`config.mk`:
```
export PLATFORM = sky130hd
export DESIGN_NAME = core_run_ctrl
export DESIGN_NICKNAME = d
export VERILOG_FILES = /design/src/rtl/core_run_ctrl.sv
export SDC_FILE = /design/constraint.sdc
export NUM_CORES = 1
export LEC_CHECK = 0
export CAP_MARGIN = 20
export CORE_MARGIN = 5
export CORE_UTILIZATION = 50
export DETAILED_ROUTE_END_ITERATION = 6
export DONT_BUFFER_PORTS = 1
export GPL_TIMING_DRIVEN = 0
export PLACE_DENSITY = 0.73
export SETUP_SLACK_MARGIN = 0.05
export SLEW_MARGIN = 5
export SYNTH_ARGS = -nofsm -noshare
export SYNTH_HDL_FRONTEND = slang
export SYNTH_SLANG_ARGS = --single-unit
export TNS_END_PERCENT = 50
```
`constraint.sdc`:
```
create_clock -name clk -period 2.1 [get_ports clk]
set_input_delay 0.315 -clock clk [delete_from_list [all_inputs] [get_ports clk]]
set_output_delay 0.315 -clock clk [all_outputs]
set_load 0.02 [all_outputs]
```
`src/rtl/core_run_ctrl.sv`:
```
// core_run_ctrl: run sequencer for the 3-bit next-state core.
// On start it clears the core and steps it for N clocks (N clamped to
// MAX_STEPS). It records core_y at each step and pulses done at the end.
// The captured results are held until the next accepted start.
// Optional feature macro: CORE_RUN_ABORT_EN adds the abort input and the
// aborted output, which cancel a run while it is in progress.
module core_run_ctrl #(
  parameter int MAX_STEPS = 16,
  parameter int CNT_W     = 5
) (
  input  logic                 clk,
  input  logic                 reset,
  input  logic                 start,
  input  logic [CNT_W-1:0]     num_steps,
  output logic                 busy,
  output logic                 done,
  output logic                 core_rst,
  output logic                 core_en,
  input  logic                 core_y,
  output logic [MAX_STEPS-1:0] y_log,
  output logic [CNT_W-1:0]     ones_cnt
`ifdef CORE_RUN_ABORT_EN
  ,
  input  logic                 abort,
  output logic                 aborted
`endif
);

  typedef enum logic [1:0] {
    S_IDLE  = 2'd0,
    S_CLEAR = 2'd1,
    S_RUN   = 2'd2,
    S_DONE  = 2'd3
  } state_t;

  localparam logic [CNT_W-1:0] MAX_CNT = CNT_W'(MAX_STEPS);

  state_t               state_q, state_d;
  logic [CNT_W-1:0]     n_q, n_d;
  logic [CNT_W-1:0]     step_q, step_d;
  logic [CNT_W-1:0]     ones_q, ones_d;
  logic [MAX_STEPS-1:0] ylog_q, ylog_d;
  logic                 busy_q, busy_d;
  logic                 done_q, done_d;
  logic                 en_q, en_d;
  logic                 abort_req;

`ifdef CORE_RUN_ABORT_EN
  logic                 aborted_q, aborted_d;
  assign abort_req = abort;
  assign aborted   = aborted_q;
`else
  assign abort_req = 1'b0;
`endif

  // Next-state, capture and registered-output computation
  always_comb begin
    state_d = state_q;
    n_d     = n_q;
    step_d  = step_q;
    ones_d  = ones_q;
    ylog_d  = ylog_q;
`ifdef CORE_RUN_ABORT_EN
    aborted_d = aborted_q;
`endif
    case (state_q)
      S_IDLE: begin
        if (start) begin
          n_d     = (num_steps > MAX_CNT) ? MAX_CNT : num_steps;
          step_d  = '0;
          ones_d  = '0;
          ylog_d  = '0;
          state_d = S_CLEAR;
`ifdef CORE_RUN_ABORT_EN
          aborted_d = 1'b0;
`endif
        end
      end
      S_CLEAR: begin
        step_d = '0;
        if (abort_req) begin
          state_d = S_IDLE;
`ifdef CORE_RUN_ABORT_EN
          aborted_d = 1'b1;
`endif
        end else if (n_q == '0) begin
          state_d = S_DONE;
        end else begin
          state_d = S_RUN;
        end
      end
      S_RUN: begin
        // The step is captured even on an aborting edge, so partial
        // results include it.
        ylog_d = ylog_q | ({{(MAX_STEPS-1){1'b0}}, core_y} << step_q);
        ones_d = ones_q + {{(CNT_W-1){1'b0}}, core_y};
        if (abort_req) begin
          state_d = S_IDLE;
`ifdef CORE_RUN_ABORT_EN
          aborted_d = 1'b1;
`endif
        end else if (step_q == n_q - CNT_W'(1)) begin
          state_d = S_DONE;
        end else begin
          step_d = step_q + CNT_W'(1);
        end
      end
      S_DONE: begin
        state_d = S_IDLE;
      end
      default: begin
        state_d = S_IDLE;
      end
    endcase
    busy_d = (state_d == S_CLEAR) || (state_d == S_RUN);
    done_d = (state_d == S_DONE);
    en_d   = (state_d == S_RUN);
  end

  // State and result registers with synchronous reset
  always_ff @(posedge clk) begin
    if (reset) begin
      state_q <= S_IDLE;
      n_q     <= '0;
      step_q  <= '0;
      ones_q  <= '0;
      ylog_q  <= '0;
      busy_q  <= 1'b0;
      done_q  <= 1'b0;
      en_q    <= 1'b0;
`ifdef CORE_RUN_ABORT_EN
      aborted_q <= 1'b0;
`endif
    end else begin
      state_q <= state_d;
      n_q     <= n_d;
      step_q  <= step_d;
      ones_q  <= ones_d;
      ylog_q  <= ylog_d;
      busy_q  <= busy_d;
      done_q  <= done_d;
      en_q    <= en_d;
`ifdef CORE_RUN_ABORT_EN
      aborted_q <= aborted_d;
`endif
    end
  end

  // The core is held in reset with the controller and during CLEAR
  assign core_rst = reset || (state_q == S_CLEAR);
  assign busy     = busy_q;
  assign done     = done_q;
  assign core_en  = en_q;
  assign y_log    = ylog_q;
  assign ones_cnt = ones_q;

endmodule

```
==> results of run 1 <==
cell usage after synthesis (all sizes together) (3+ instances only):
cell | instances | area [sq um]
a211oi | 3 | 35.0
nor2 | 32 | 120
dfxtp | 36 | 721
nor3 | 4 | 20.0
inv | 10 | 37.5
ha | 10 | 125
nand2 | 8 | 30.0
xor2 | 6 | 52.6
buf | 4 | 25.0
xnor2 | 3 | 33.8
o21ai | 6 | 30.0
nor3b | 4 | 30.0
nand3 | 6 | 30.0
nor2b | 6 | 37.5
a21oi | 23 | 115
nand4 | 3 | 18.8
routing by layer:
metal | wire [um] | share of wire [%] | GRT usage [%] | up-vias
met2 | 1730 | 49 | 31.2 | 39
met3 | 254 | 7.2 | 7.42 | 8
met5 | 0 | 0 | 0 | -
met4 | 62 | 1.8 | 6.08 | 0
met1 | 1480 | 42 | 18.8 | 655
li1 | - | - | - | 656
metrics by stage:
| step | TNS (ns) | cell area (sq um) | total power, uW |
|---|---|---|---|
| 2_1_floorplan | 0 | 1630 | 1350 |
| 3_3_place_gp | -0.191 | 1690 | 1460 |
| 3_5_place_dp | -0.404 | 1690 | 1480 |
| 4_1_cts | 0 | 1770 | 1960 |
| 5_1_grt | -0.0451 | 1790 | 2100 |
| 6_report | 0 | 1790 | 1960 |
final timing paths:
check                         to  cells after the start
max reg2reg      busy$_SDFF_PP0_                      8
min reg2reg  n_q[4]$_SDFFE_PP0P_                      2
max              busy$_SDFF_PP0_                      8
min          n_q[4]$_SDFFE_PP0P_                      2
worst register-to-register path: stages, from the launching register on:
cell and delay (ns):
dfxtp_2 0.37, inv_1 0.05, ha_2 0.21, o21ba_2 0.20, a221o_1 0.37, a211oi_4 0.26, o22ai_2 0.13, ha_1 0.30
nor2_1 0.09
power groups by stage:
stage / sequential, uW / combinational [uW] / clock, uW
2_1_floorplan: 853 / 499 / 0
3_3_place_gp: 867 / 590 / 0
3_5_place_dp: 868 / 614 / 0
4_1_cts: 853 / 623 / 485
5_1_grt: 865 / 721 / 514
6_report: 855 / 630 / 476
state kept, by name (all words and copies together) (netlist names):
signal	cells
busy	1
n_q	5
done	1
ones_cnt	5
step_q	5
y_log	16
core_en	1
state_q	2
cell families after synthesis:
kind of cell / share of synthesized area [%]
mux: 0.695
xor+xnor: 5.33
fa+ha+maj: 7.72
flops: 44.5
simple gates: 22.0
buf+inv: 4.32
compound gates: 15.4
final cells by class:
| cell class | instances | area, sq um | share of cell area, % |
|---|---|---|---|
| Clock buffer | 6 | 41.3 | 2.31 |
| Tap cell | 44 | 55.1 | 3.08 |
| Multi-Input combinational cell | 133 | 855 | 47.8 |
| Sequential cell | 36 | 724 | 40.5 |
| Timing Repair Buffer | 1 | 7.51 | 0.420 |
| Buffer | 6 | 32.5 | 1.82 |
| Clock inverter | 2 | 35.0 | 1.96 |
| Inverter | 10 | 37.5 | 2.10 |
repair_timing:
item / in CTS / in global routing
pin swaps: 1 / 0
endpoints found under the setup margin: 15 / 23
setup buffers: 1 / 0
gates resized for setup: 1 / 4
==> flow_summary.json, run 1 <==
{
  "die-height_um": 66.9,
  "crit_fanout": 5,
  "grt.total_usage_pct": 17.7,
  "holdWs_ns": 0.104,
  "cts_hold_buf": 0,
  "final_max_slew_viol_count": 0,
  "finalHoldViolations": 0,
  "fmax_mhz": 494,
  "remaining_drc_errors": 0,
  "worstReg2RegStart": "n_q[0]$_SDFFE_PP0P_",
  "gp_congestion": 0.839,
  "clock_power_share_pct": 24.3,
  "crit_arrival_ns": 2.31,
  "drv_cap": 0,
  "setup_viol": 0,
  "vias": 1358,
  "r2r_slack_ns": 0.08,
  "final_cell_mix": "dfxtp_1 (33), nor2_1 (32), a21oi_1 (23)",
  "crit_required_ns": 2.38,
  "cp_cell_sequence": "inv_1 -> ha_2 -> o21ba_2 -> a221o_1 -> a211oi_4 -> o22ai_2 -> ha_1 -> nor2_1",
  "grt_pass1_wl_um": 5900,
  "async_flop_share_pct": 0,
  "dieArea_sq_um": 4480,
  "root_buffer": "clkbuf_4",
  "yosysUniqueCellTypes": 37,
  "drive_above_1_share_pct": 12.4,
  "synth_flop_cell": "dfxtp_1",
  "dr.pass1.iters": 4,
  "synth.net_count": 204,
  "via_per_inst": 5.71,
  "diodes": 0,
  "grt_pass1_vias": 1347,
  "cp_num_buf_inv": 1,
  "cp_slowest_cell": "dfxtp_2",
  "cell_internal_pwr_uw": 1250,
  "period_needed_ns": 2.02,
  "combPwrFrac_pct": 32.1,
  "crit_start": "n_q[0]$_SDFFE_PP0P_",
  "fin_skew_ns": 0.00742,
  "crit_type": "reg2reg",
  "areaGrowthSynthToFinish_pct": 10.3,
  "period_share_pct": 96.4,
  "utilization_pct": 58.1,
  "vdd_drop_max_v": 0.000660,
  "worstSkewPairLatency_ns": 0.34,
  "drtAntennaViolNets": 0,
  "switchingPower_uw": 707,
  "final_common_cell": "dfxtp_1",
  "drtIter0Drc": 56,
  "grt_start_max_net_pins": 12,
  "fin_cells": 238,
  "row_count": 20,
  "crit_path_end_kind": "register",
  "rsz0062_at_grt": "true",
  "synth_area_sq_um": 1620,
  "status": "complete, no violations",
  "swShare_pct": 36.1,
  "leakagePower_uw": 0.000673,
  "grt.overflow.total": 0,
  "cts_tree": "yes",
  "clk_pin_slew_worst_paths_ns": 0.11,
  "synth_warnings": 0,
  "port_buffers": 0,
  "dp_hpwl_um": 2640,
  "slew_headroom_pct": 69.3,
  "fp.dieW_um": 66.9,
  "nFillCells": 278,
  "wl_um": 3530,
  "grt_antenna_before_repair": 0,
  "numCtsBuffers": 5,
  "pwr-share-seq_pct": 43.6,
  "wire_per_inst_um": 14.8,
  "core_sq_um": 3080,
  "initial_core_util_pct": 52.6,
  "clock_path_buffers": 2,
  "synth_edf_count": 0,
  "h-tree-depth": 2,
  "dp_slack_ns": -0.131,
  "io_pins": 34,
  "pwr_density_cell_nw_per_um2": 1100,
  "syn_inst": 185,
  "tightest_slew_ns": 0.456,
  "fin_nets": 212,
  "critical-path-max-stage-delay_ns": 0.37,
  "start_kind": "register",
  "hp-class": "in2reg",
  "holdCritStartpoint": "start",
  "ys_ff_latch": 36,
  "yosysSeqAreaShare_pct": 44.5,
  "syn-mean-instance-area_sq_um": 8.76,
  "critPathTopFamily": "compound AO/OA/AOI/OAI gates",
  "setup_ws_ns": 0.0754,
  "place_inst": 229,
  "clkSinkCount": 36
}
(Power assumes the default switching activity.)
==> inputs of run 2 (changes only) <==
PLACE_DENSITY = 0.7   (was 0.73)
clock period = 2 ns   (was 2.1 ns; I/O delays follow)
==> flow_summary.json, run 2 (synthesized netlist as in run 1, its figures left out) <==
{
  "core_sq_um": 3080,
  "die-height_um": 66.9,
  "fin_cells": 246,
  "via_per_inst": 5.37,
  "drtIter0Drc": 46,
  "h-tree-depth": 2,
  "drive_above_1_share_pct": 20.3,
  "fin_skew_ns": 0.0139,
  "place_area_sq_um": 1700,
  "areaGrowthSynthToFinish_pct": 15.8,
  "wl_um": 3510,
  "grt_pass1_wl_um": 5970,
  "grt_start_max_net_pins": 13,
  "cp_slowest_cell": "dfxtp_2",
  "critical-path-max-stage-delay_ns": 0.36,
  "diodes": 0,
  "setup_viol": 0,
  "grt.overflow.total": 0,
  "vdd_drop_max_v": 0.000659,
  "pwr_density_cell_nw_per_um2": 1080,
  "clk_pin_slew_worst_paths_ns": 0.12,
  "dieArea_sq_um": 4480,
  "cp_cell_sequence": "inv_2 -> ha_4 -> o21ba_4 -> a221o_1 -> a211oi_4 -> o22ai_2 -> ha_1 -> nor2_1",
  "worstSkewPairLatency_ns": 0.35,
  "crit_arrival_ns": 2.16,
  "grt.total_usage_pct": 17.9,
  "fp.dieW_um": 66.9,
  "final_max_slew_viol_count": 0,
  "crit_type": "reg2reg",
  "tightest_slew_ns": 0.454,
  "utilization_pct": 60.9,
  "final_common_cell": "dfxtp_1",
  "crit_path_end_kind": "register",
  "wire_per_inst_um": 14.3,
  "dp_hpwl_um": 2600,
  "finalHoldViolations": 0,
  "slew_headroom_pct": 69.7,
  "hp-class": "in2reg",
  "final_cell_mix": "dfxtp_1 (33), nor2_1 (31), a21oi_1 (22)",
  "clock_path_buffers": 2,
  "r2r_slack_ns": 0.07,
  "place_inst": 229,
  "rsz0062_at_grt": "true",
  "largest_reg_flops": 16,
  "cts_tree": "yes",
  "row_count": 20,
  "start_kind": "register",
  "period_share_pct": 96.4,
  "drv_cap": 0,
  "numCtsBuffers": 5,
  "dr.pass1.iters": 4,
  "crit_required_ns": 2.23,
  "root_buffer": "clkbuf_4",
  "clkSinkCount": 36,
  "period_needed_ns": 1.93,
  "gp_congestion": 0.852,
  "leakagePower_uw": 0.000720,
  "crit_fanout": 5,
  "tns_ns": 0,
  "fin_nets": 220,
  "remaining_drc_errors": 0,
  "fmax_mhz": 518,
  "status": "complete, no violations",
  "grt_pass1_vias": 1317,
  "drtAntennaViolNets": 0,
  "cp_num_buf_inv": 1,
  "critPathTopFamily": "compound AO/OA/AOI/OAI gates",
  "port_buffers": 0,
  "fin_area_sq_um": 1880,
  "vias": 1322,
  "io_pins": 34,
  "initial_core_util_pct": 52.6,
  "grt_antenna_before_repair": 0
}
[run 2: cell types whose count changed in the layout (fill, tap and decap cells not counted), moves of 2 or more]
cell,previous run,this run
inv_1,10,8
buf_4,1,10
dfxtp_4,0,2
dfxtp_2,3,1
nor3_1,3,0
nor3_2,1,4
inv_2,0,2
[run 2: layer usage]
layer	global-route usage, %	part of all wire [%]	vias up
met5	0	0	-
met4	6.84	1.1	0
met3	7.59	8.0	4
met2	30.6	50	39
met1	19.4	41	611
li1	-	-	668
[run 2: metrics by stage]
stage	hold slack, ns	total power [uW]	setup WS (ns)
3_3_place_gp	0.453	1540	-0.116
5_1_grt	0.0915	2190	-0.00905
4_1_cts	0.0839	1950	0.0481
6_report	0.0939	2030	0.0712
2_1_floorplan	0.447	1430	0.0273
3_5_place_dp	0.464	1570	-0.161
[run 2: timing repair]
| action | 4_1_cts | 5_1_grt |
|---|---|---|
| setup endpoints to repair | 17 | 27 |
| hold buffers | 0 | 0 |
| gates resized for setup | 2 | 13 |
| buffers inserted | 1 | 8 |
| pin swaps | 1 | 1 |
[run 2: worst paths after layout]
check | from | endpoint | cells after the start
worst max-delay path | n_q[1]$_SDFFE_PP0P_ | busy$_SDFF_PP0_ | 8
worst min-delay path | start | n_q[4]$_SDFFE_PP0P_ | 2
worst max register to register | n_q[1]$_SDFFE_PP0P_ | busy$_SDFF_PP0_ | 8
worst min register to register | n_q[4]$_SDFFE_PP0P_ | n_q[4]$_SDFFE_PP0P_ | 2
[run 2: final cells by class]
cell class / instances / area [sq um]
Buffer: 6 / 35.0
Tap cell: 44 / 55.1
Multi-Input combinational cell: 133 / 895
Sequential cell: 36 / 729
Timing Repair Buffer: 9 / 67.6
Clock inverter: 3 / 18.8
Fill cell: 267 / 1200
Inverter: 10 / 37.5
Clock buffer: 5 / 37.5
[run 2: where the power goes]
| group | internal (uW) | switching, uW | total, uW | leakage, uW |
|---|---|---|---|---|
| combinational | 326 | 420 | 746 | 0.000391 |
| clock | 135 | 252 | 387 | 0.0000349 |
| sequential | 797 | 105 | 903 | 0.000293 |
